File: src/rtl/seq_barrel_shift_ctrl_if.sv
// Request/result handshake bundle for the sequenced mantissa shifter.
interface seq_barrel_shift_ctrl_if #(
  parameter int unsigned WIDTH = 24,
  parameter int unsigned AMT_W = 5
);
  logic             in_valid;
  logic             in_ready;
  logic [WIDTH-1:0] in_data;
  logic [AMT_W-1:0] in_amt;
  logic             in_dir;
  logic             out_valid;
  logic             out_ready;
  logic [WIDTH-1:0] out_data;
  logic             out_sticky;

  modport master (
    output in_valid, in_data, in_amt, in_dir, out_ready,
    input  in_ready, out_valid, out_data, out_sticky
  );

  modport slave (
    input  in_valid, in_data, in_amt, in_dir, out_ready,
    output in_ready, out_valid, out_data, out_sticky
  );
endinterface

File: src/rtl/seq_barrel_shift_ctrl.sv
// Sequenced barrel shifter: one shared mux stage per clock (16,8,4,2,1),
// with sticky collection on right shifts for the round/pack stage.
module seq_barrel_shift_ctrl #(
  parameter int unsigned WIDTH = 24,
  parameter int unsigned AMT_W = 5
) (
  input  logic                    clk,
  input  logic                    rst_n,
  seq_barrel_shift_ctrl_if.slave  bus
);
  localparam int unsigned STG_W = 3;

  typedef enum logic [1:0] {IDLE, SHIFT, DONE} state_t;

  state_t           state;
  logic [WIDTH-1:0] work;
  logic [AMT_W-1:0] amt;
  logic             dir;
  logic [STG_W-1:0] stage;
  logic             sticky;
  logic             out_valid;
  logic [WIDTH-1:0] out_data;
  logic             out_sticky;

  logic [AMT_W-1:0] step_c;
  logic [WIDTH-1:0] shifted_c;
  logic             lost_c;

  // One stage of the shifter: step 2^stage applied only when that amount bit is set.
  always_comb begin
    step_c    = AMT_W'(1) << stage;
    shifted_c = work;
    lost_c    = 1'b0;
    if (amt[stage]) begin
      if (32'(step_c) >= WIDTH) begin
        shifted_c = '0;
        lost_c    = dir & (|work);
      end else if (dir) begin
        shifted_c = work >> step_c;
        lost_c    = |(work & ~({WIDTH{1'b1}} << step_c));
      end else begin
        shifted_c = work << step_c;
      end
    end
  end

  always_ff @(posedge clk or negedge rst_n) begin
    if (!rst_n) begin
      state      <= IDLE;
      work       <= '0;
      amt        <= '0;
      dir        <= 1'b0;
      stage      <= '0;
      sticky     <= 1'b0;
      out_valid  <= 1'b0;
      out_data   <= '0;
      out_sticky <= 1'b0;
    end else begin
      case (state)
        IDLE: begin
          if (bus.in_valid) begin
            work   <= bus.in_data;
            amt    <= bus.in_amt;
            dir    <= bus.in_dir;
            sticky <= 1'b0;
            stage  <= STG_W'(4);
            state  <= SHIFT;
          end
        end
        SHIFT: begin
          work   <= shifted_c;
          sticky <= sticky | lost_c;
          if (stage == '0) begin
            out_valid  <= 1'b1;
            out_data   <= shifted_c;
            out_sticky <= sticky | lost_c;
            state      <= DONE;
          end else begin
            stage <= stage - STG_W'(1);
          end
        end
        DONE: begin
          if (bus.out_ready) begin
            out_valid  <= 1'b0;
            out_data   <= '0;
            out_sticky <= 1'b0;
            state      <= IDLE;
          end
        end
        default: state <= IDLE;
      endcase
    end
  end

  // Ready is a decode of the registered state, held low while in reset.
  assign bus.in_ready   = rst_n && (state == IDLE);
  assign bus.out_valid  = out_valid;
  assign bus.out_data   = out_data;
  assign bus.out_sticky = out_sticky;
endmodule

File: src/flat_wrapper.sv
// flat-port wrapper written by rule: the top's interface ports become plain ports
module seq_barrel_shift_ctrl_flat 
#(
  parameter int unsigned WIDTH = 24,
  parameter int unsigned AMT_W = 5
)
  (clk, rst_n, bus_in_valid, bus_in_data, bus_in_amt, bus_in_dir, bus_out_ready, bus_in_ready, bus_out_valid, bus_out_data, bus_out_sticky);
  seq_barrel_shift_ctrl_if #(.WIDTH(WIDTH), .AMT_W(AMT_W)) bus_i ();
  input  logic clk;
  input  logic rst_n;
  input wire logic [$bits(bus_i.in_valid)-1:0] bus_in_valid;
  input wire logic [$bits(bus_i.in_data)-1:0] bus_in_data;
  input wire logic [$bits(bus_i.in_amt)-1:0] bus_in_amt;
  input wire logic [$bits(bus_i.in_dir)-1:0] bus_in_dir;
  input wire logic [$bits(bus_i.out_ready)-1:0] bus_out_ready;
  output wire logic [$bits(bus_i.in_ready)-1:0] bus_in_ready;
  output wire logic [$bits(bus_i.out_valid)-1:0] bus_out_valid;
  output wire logic [$bits(bus_i.out_data)-1:0] bus_out_data;
  output wire logic [$bits(bus_i.out_sticky)-1:0] bus_out_sticky;
  assign bus_i.in_valid = bus_in_valid;
  assign bus_i.in_data = bus_in_data;
  assign bus_i.in_amt = bus_in_amt;
  assign bus_i.in_dir = bus_in_dir;
  assign bus_i.out_ready = bus_out_ready;
  assign bus_in_ready = bus_i.in_ready;
  assign bus_out_valid = bus_i.out_valid;
  assign bus_out_data = bus_i.out_data;
  assign bus_out_sticky = bus_i.out_sticky;
  seq_barrel_shift_ctrl #(.WIDTH(WIDTH), .AMT_W(AMT_W)) u_core (.clk(clk), .rst_n(rst_n), .bus(bus_i));
endmodule
File: config.mk
export PLATFORM = sky130hd
export DESIGN_NAME = seq_barrel_shift_ctrl_flat
export DESIGN_NICKNAME = d
export VERILOG_FILES = /design/src/rtl/seq_barrel_shift_ctrl_if.sv /design/src/rtl/seq_barrel_shift_ctrl.sv /design/src/flat_wrapper.sv
export SDC_FILE = /design/constraint.sdc
export NUM_CORES = 1
export LEC_CHECK = 0
export CAP_MARGIN = 15
export CORE_MARGIN = 10
export CORE_UTILIZATION = 30
export CTS_CLUSTER_DIAMETER = 150
export DETAILED_ROUTE_END_ITERATION = 8
export PLACE_DENSITY = 0.58
export SLEW_MARGIN = 40
export SYNTH_ARGS = -nofsm -noshare
export SYNTH_HDL_FRONTEND = slang
export SYNTH_SLANG_ARGS = --single-unit
File: constraint.sdc
create_clock -name clk -period 2.6 [get_ports clk]
set_input_delay 0.39 -clock clk [delete_from_list [all_inputs] [get_ports clk]]
set_output_delay 0.39 -clock clk [all_outputs]
set_load 0.02 [all_outputs]
## Word-level counts from Yosys, hierarchy flattened

Cells that the tools add are included.

| operators by class | value |
|---|---|
| muxes and demuxes | 27 |
| shift-type cells | 4 |
| equal/unequal tests | 6 |
| $add $sub $neg | 1 |
| magnitude comparators | 2 |
| bitwise gates (word level) | 4 |
| reduce and logical (&&, ||, !) cells | 12 |

Operators with widths:

| cell | number |
|---|---|
| two-way mux 24 bit | 6 |
| one-hot mux 24 bit (2 select lines) | 2 |
| OR reduction 24 bit | 2 |
| AND 24 bit | 1 |
| NOT 24 bit | 1 |
| << shifter 24 x 5 -> 24 bit | 1 |
| << shifter 24 x 5 -> 24 bit (first input constant) | 1 |
| >> shifter 24 x 5 -> 24 bit | 1 |
| AND reduction 3 bit | 3 |
| two-way mux 1 bit | 8 |
| two-way mux 2 bit | 3 |
| two-way mux 3 bit | 2 |
| inequality test 2 bit (second input constant) | 3 |
| one-hot mux 1 bit (2 select lines) | 3 |
| one-hot mux 2 bit (3 select lines) | 1 |
| one-hot mux 3 bit (2 select lines) | 1 |
| greater-or-equal comparator 5 bit (second input constant) | 1 |
| << shifter 1 x 3 -> 5 bit (first input constant) | 1 |
| < comparator 3 x 4 -> 1 bit (second input constant) | 1 |
| AND reduction 2 bit | 2 |
| nonzero test 2 bit | 2 |
| binary-select mux 1 bit (select 3 bit) | 1 |
| zero test 3 bit | 1 |
| subtractor 3 x 1 -> 3 bit (second input constant) | 1 |
| 7 further kinds | 7 |

| storage, ports and cells | value |
|---|---|
| output and inout port bits | 27 |
| register bits after elaboration | 62 |
| bits of input ports | 34 |
| word-level logic and storage cells | 65 |

## Longest topological paths before layout

| depth | value |
|---|---|
| depth after elaboration | 11 |
| mapped depth | 12 |
| depth with buffers taken out | 8 |

## Worst setup path after synthesis

Ideal clock, no wire load.

| timing path | value |
|---|---|
| path kind | register to register |
| from | register u_core.stage[0] |
| to | register u_core.out_data[2], in the netlist u_core.bus.out_data[2] |
| stages on the path, launching flop included | 12 |
| clock period less this slack | 2.415 ns |
| required time | 2.465 ns |
| data arrival time | 2.280 ns |
| slack | 0.185 ns |
| path buffers | 3 |
| cells stage by stage | dfrtp_1 inv_1 ha_1 buf_6 buf_8 buf_6 mux2i_1 o32ai_1 a221oi_1 o221ai_1 a22oi_1 o21ai_0 |

| on the way | value |
|---|---|
| word-level cells in the longest chain between the ends | 7 |
| elaborated cells on any way between the ends | 14 |
| classes of those cells | order compare: 1; eq/ne: 1; shift: 3; mux: 7; reduce/logical: 2 |

Ends and longest elaborated chain:

| what | line | text |
|---|---|---|
| from (decl) | seq_barrel_shift_ctrl.sv:19 | `logic [STG_W-1:0] stage;` |
| from (signal assigned) | seq_barrel_shift_ctrl.sv:79 | `stage <= stage - STG_W'(1);` |
| << shifter 1 x 3 -> 5 bit | seq_barrel_shift_ctrl.sv:31 | `step_c = AMT_W'(1) << stage;` |
| << shifter 24 x 5 -> 24 bit / >> shifter 24 x 5 -> 24 bit (equally long branches) | seq_barrel_shift_ctrl.sv:42, seq_barrel_shift_ctrl.sv:39 |  |
| two-way mux 24 bit | seq_barrel_shift_ctrl.sv:38 | `end else if (dir) begin` |
| two-way mux 24 bit | seq_barrel_shift_ctrl.sv:35 | `if (32'(step_c) >= WIDTH) begin` |
| two-way mux 24 bit | seq_barrel_shift_ctrl.sv:34 | `if (amt[stage]) begin` |
| two-way mux 24 bit | seq_barrel_shift_ctrl.sv:73 | `if (stage == '0) begin` |
| one-hot mux 24 bit (2 select lines) | seq_barrel_shift_ctrl.sv:59 | `case (state)` |
| to (signal assigned) | seq_barrel_shift_ctrl.sv:75 | `out_data <= shifted_c;` |
| to (decl) | seq_barrel_shift_ctrl.sv:22 | `logic [WIDTH-1:0] out_data;` |

Parallel ways exist; a longest one is shown, timed or not. The select of a mux whose other input is x is not followed.
A chain may end at the register's enable or synchronous reset.

## Worst setup path in the final report

| timing path | value |
|---|---|
| from | register u_core.stage[0] |
| to | register u_core.work[21] |

| on the way | value |
|---|---|
| word-level cells in the longest chain between the ends | 6 |
| elaborated cells on any way between the ends | 10 |
| classes of those cells | order compare: 1; shift: 3; mux: 6 |

Ends and longest elaborated chain:

| what | line | text |
|---|---|---|
| << shifter 1 x 3 -> 5 bit | seq_barrel_shift_ctrl.sv:31 |  |
| << shifter 24 x 5 -> 24 bit / >> shifter 24 x 5 -> 24 bit (equally long branches) | seq_barrel_shift_ctrl.sv:42, seq_barrel_shift_ctrl.sv:39 |  |
| two-way mux 24 bit | seq_barrel_shift_ctrl.sv:38 |  |
| two-way mux 24 bit | seq_barrel_shift_ctrl.sv:35 |  |
| two-way mux 24 bit (*) | seq_barrel_shift_ctrl.sv:34 |  |
| one-hot mux 24 bit (2 select lines) (*) | seq_barrel_shift_ctrl.sv:59 |  |
| to (signal assigned) | seq_barrel_shift_ctrl.sv:62 | `work <= bus.in_data;` |
| to (signal assigned) | seq_barrel_shift_ctrl.sv:71 | `work <= shifted_c;` |
| to (decl) | seq_barrel_shift_ctrl.sv:16 | `logic [WIDTH-1:0] work;` |

Every way passes the cells marked *; elsewhere a longest branch is shown, timed or not. The select of a mux whose other input is x is not followed.

==> impl_metrics.ini <==
[timing]
hold_violations = 0
fin_tns_setup_ns = 0
slew_violations = 0
worst_pin_slew_ns = 0.6869
min_period_ns = 2.599
maxSlewHeadroom_pct = 54.00
fin_crit_sh_pct = 99.96
finalSetupViolCount = 0
max_freq_mhz = 384.8
fin_skew_ns = 0.009355
timing.hold.ws_ns = 0.1831
setup_slack_ns = 0.0009344
rsz0062_at_grt = true

[placement]
gp_congestion = 1.058
place_ws_ns = -0.2364
post-dp-hpwl_microns = 26070
place_inst = 1222
io_buffer_count = 60

[clocking]
htree_levels = 3
worstSkewPairLatency_ns = 0.35
ctsHoldBuffers = 0
cts.clk_slew.worst_paths_ns = 0.06
clk_path_buf_depth = 2
cts_root_buffer = clkbuf_16
cts_inserted_buffers = 9
cts_tree = done
clock_sinks = 62

[outcome]
status = complete, no violations

[synthesis]
synthAdderAreaFrac_pct = 1.140
synth_edf_count = 0
synth_compound_area_share_pct = 32.35
netlist_area_sq_um = 6366
ys_seq_area_share_pct = 24.37
synth_top_family_by_area = compound AO/OA/AOI/OAI gates
ys_types = 85
ys_warn_count = 0
synth_xor_area_share_pct = 0.1376
synth_seq_cells = 62
async_flop_share_pct = 100.0
avgSynthCellArea_sq_um = 8.028
synthCells = 793
yosys.area_share.simple_pct = 22.27
synth_ff_type = dfrtp_1
synthMuxAreaShare_pct = 11.18
synth_nets = 832

[route]
top_layer_used = met4
vias = 7906
wl_met1_microns = 13560
final_antenna_net_count = 0
wirelength_microns = 33950
drc_errors = 0
wl_per_cell_microns = 27.29
dr_wl_met2_microns = 15010
initialDrtViolationCount = 1165
first_pass_iters = 6
vias_per_cell = 6.355
wl_met3_microns = 3865

[worst_setup_path]
path_class = reg -> reg
path_buf_inv = 4
critical_path.slowest_cell = mux4_2
cpPeakStageDelay_ns = 0.54
cpLargestDelayFamily = buffers and inverters
cp_data_required_time_ns = 2.82
critical_path.cell_chain = inv_2, ha_4, nor2b_4, buf_12, buf_8, mux4_2, nor2_4, a2111oi_4, a211oi_2, buf_4, o31ai_2
endpoint_kind = register
startpoint_type = register
cp_max_fo = 6
crit_arrival_ns = 2.82

[global_routing]
grt_overflow = 0
grt_pass1_vias = 7681
grt_usage_pct = 23.34
grt_pass1_wl_microns = 50020
antenna_found_initial = 0
grt_max_degree = 63

[cells_and_area]
n_antenna_cell = 0
syn_to_final_growth_pct = 41.98
final_layout_size_suffix_gt1_share_pct = 30.86
layout_common_cells = 180 x buf_4, 74 x nand2_1, 61 x dfrtp_1, 59 x clkdlybuf4s50_1, 51 x a21oi_1
finalNonFillerCells = 1244
final_common_cell = buf_4
final_nets = 1003

[pwr]
intPower_mw = 7.548
comb_power_share_pct = 76.1
p_sw_share_pct = 52.04
leakage_nw = 3.640
power.density_nw_per_um2 = 1741
p_switching_mw = 8.190
vdd.ir_drop.worst_uv = 646.1
clkPwrFrac_pct = 9.1
seqPwrFrac_pct = 14.8

[die]
core_sq_um = 20960
initial_core_util_pct = 30.38
core.rowCount = 53
die_h_microns = 165.7
die_w_microns = 165.7
dieArea_sq_um = 27450
ios = 61

[job]
maxCapViolCount = 0

[min_path]
hold_path_class = in -> async
final timing paths:
kind,startpoint,endpoint,cells past startpoint,slack [ns]
setup / recovery,u_core.stage[0]$_DFFE_PN0P_,u_core.work[21]$_DFFE_PN0P_,11,0.0009
hold / removal,rst_n,u_core.work[2]$_DFFE_PN0P_,2,0.18
setup reg to reg,u_core.stage[0]$_DFFE_PN0P_,u_core.work[21]$_DFFE_PN0P_,11,0.0009
hold reg to reg,u_core.amt[2]$_DFFE_PN0P_,u_core.amt[2]$_DFFE_PN0P_,2,0.47
max in group asynchronous,rst_n,u_core.stage[2]$_DFFE_PN0P_,2,1.93
min in group clk,u_core.amt[2]$_DFFE_PN0P_,u_core.amt[2]$_DFFE_PN0P_,2,0.47
state kept, by name (all words and copies together) (netlist names):
name	count
u_core.bus.out_sticky	1
u_core.dir	1
u_core.bus.out_data	24
u_core.stage	3
u_core.work	24
u_core.bus.out_valid	1
u_core.amt	5
u_core.state	2
u_core.sticky	1
synthesized netlist by cell type, drive strengths merged (3+ instances only):
library cell  number  area [sq um]
a221o              6         60.06
o211ai            13         97.59
o31ai             12         90.09
o311ai             8         77.58
mux2               5         56.30
nand3b             9         67.56
a31oi             23         143.9
a221oi             6         58.80
ha                 5         62.56
o2111ai            8         70.07
a211oi             8         60.06
a22oi             28         210.2
nand4              9         56.30
inv               15         56.30
and3b              3         26.28
a31o               4         35.03
nand2             74         277.8
nor2b             13         81.33
mux4              18         405.4
nor3               8         45.04
and3              12         75.07
a21oi             53         269.0
and2               5         31.28
o22ai             13         87.58
nor2              51         193.9
nor3b             13         102.6
a32oi              9         78.83
mux2i             25         250.2
o21a               3         22.52
o221ai            10         87.58
nand3             42         210.2
o21ai             57         285.3
o21bai             4         37.53
clkbuf            50         187.7
dfrtp             62          1551
nand2b            19         126.4
buf               44         296.5
a2bb2oi            3         26.28
stage by stage:
| step | power [mW] | utilization [%] | cell area, sq um |
|---|---|---|---|
| floorplan | 7.933 | - | 6366 |
| global placement | 13.38 | 40.05 | 8392 |
| detailed placement | 13.30 | 40.06 | 8396 |
| CTS | 14.95 | 42.01 | 8803 |
| global route | 16.39 | 43.13 | 9039 |
| finish | 15.74 | 43.13 | 9039 |
worst reg2reg max path, stage by stage (launching register included):
cell and delay [ns]:
dfrtp_1 0.42, inv_2 0.11, ha_4 0.18, nor2b_4 0.17, buf_12 0.13, buf_8 0.12
mux4_2 0.54, nor2_4 0.15, a2111oi_4 0.05, a211oi_2 0.35, buf_4 0.19, o31ai_2 0.06
metal layers:
| layer | vias up | global-route usage, % |
|---|---|---|
| met4 | 0 | 10.90 |
| li1 | 3391 | - |
| met5 | - | 0 |
| met2 | 560 | 34.87 |
| met1 | 3859 | 29.99 |
| met3 | 96 | 7.170 |
final cells by class:
type	count	area [sq um]
repair buffers	254	2205
clock buffers	9	225.2
well taps	275	344.1
flip-flops and latches	62	1553
multi-input cells	621	4531
inverters	16	61.31
clock inverters	7	120.1
fillers	2163	11920
power by group through the flow:
| stage | clock, mW | sequential [mW] | combinational, mW |
|---|---|---|---|
| global placement | 0 | 2.28 | 11.1 |
| global route | 1.50 | 2.33 | 12.6 |
| detailed placement | 0 | 2.27 | 11.0 |
| floorplan | 0 | 1.92 | 6.02 |
| finish | 1.44 | 2.33 | 12.0 |
| CTS | 1.46 | 2.26 | 11.2 |
what timing repair did:
item | CTS | global route
gates resized for setup | 14 | 39
setup buffers | 0 | 6
endpoints found under the hold margin | 0 | 0
setup endpoints to repair | 24 | 40
pin swaps | 2 | 8
kinds of logic after synthesis:
group / count (synthesis)
AO/OA/AOI/OAI: 294
AND/OR/NAND/NOR: 272
buffers and inverters: 110
flip-flops: 62
multiplexers: 48
adder cells (fa/ha/maj): 6
XOR/XNOR: 1
Note: power is estimated with default switching activity, not from simulation.
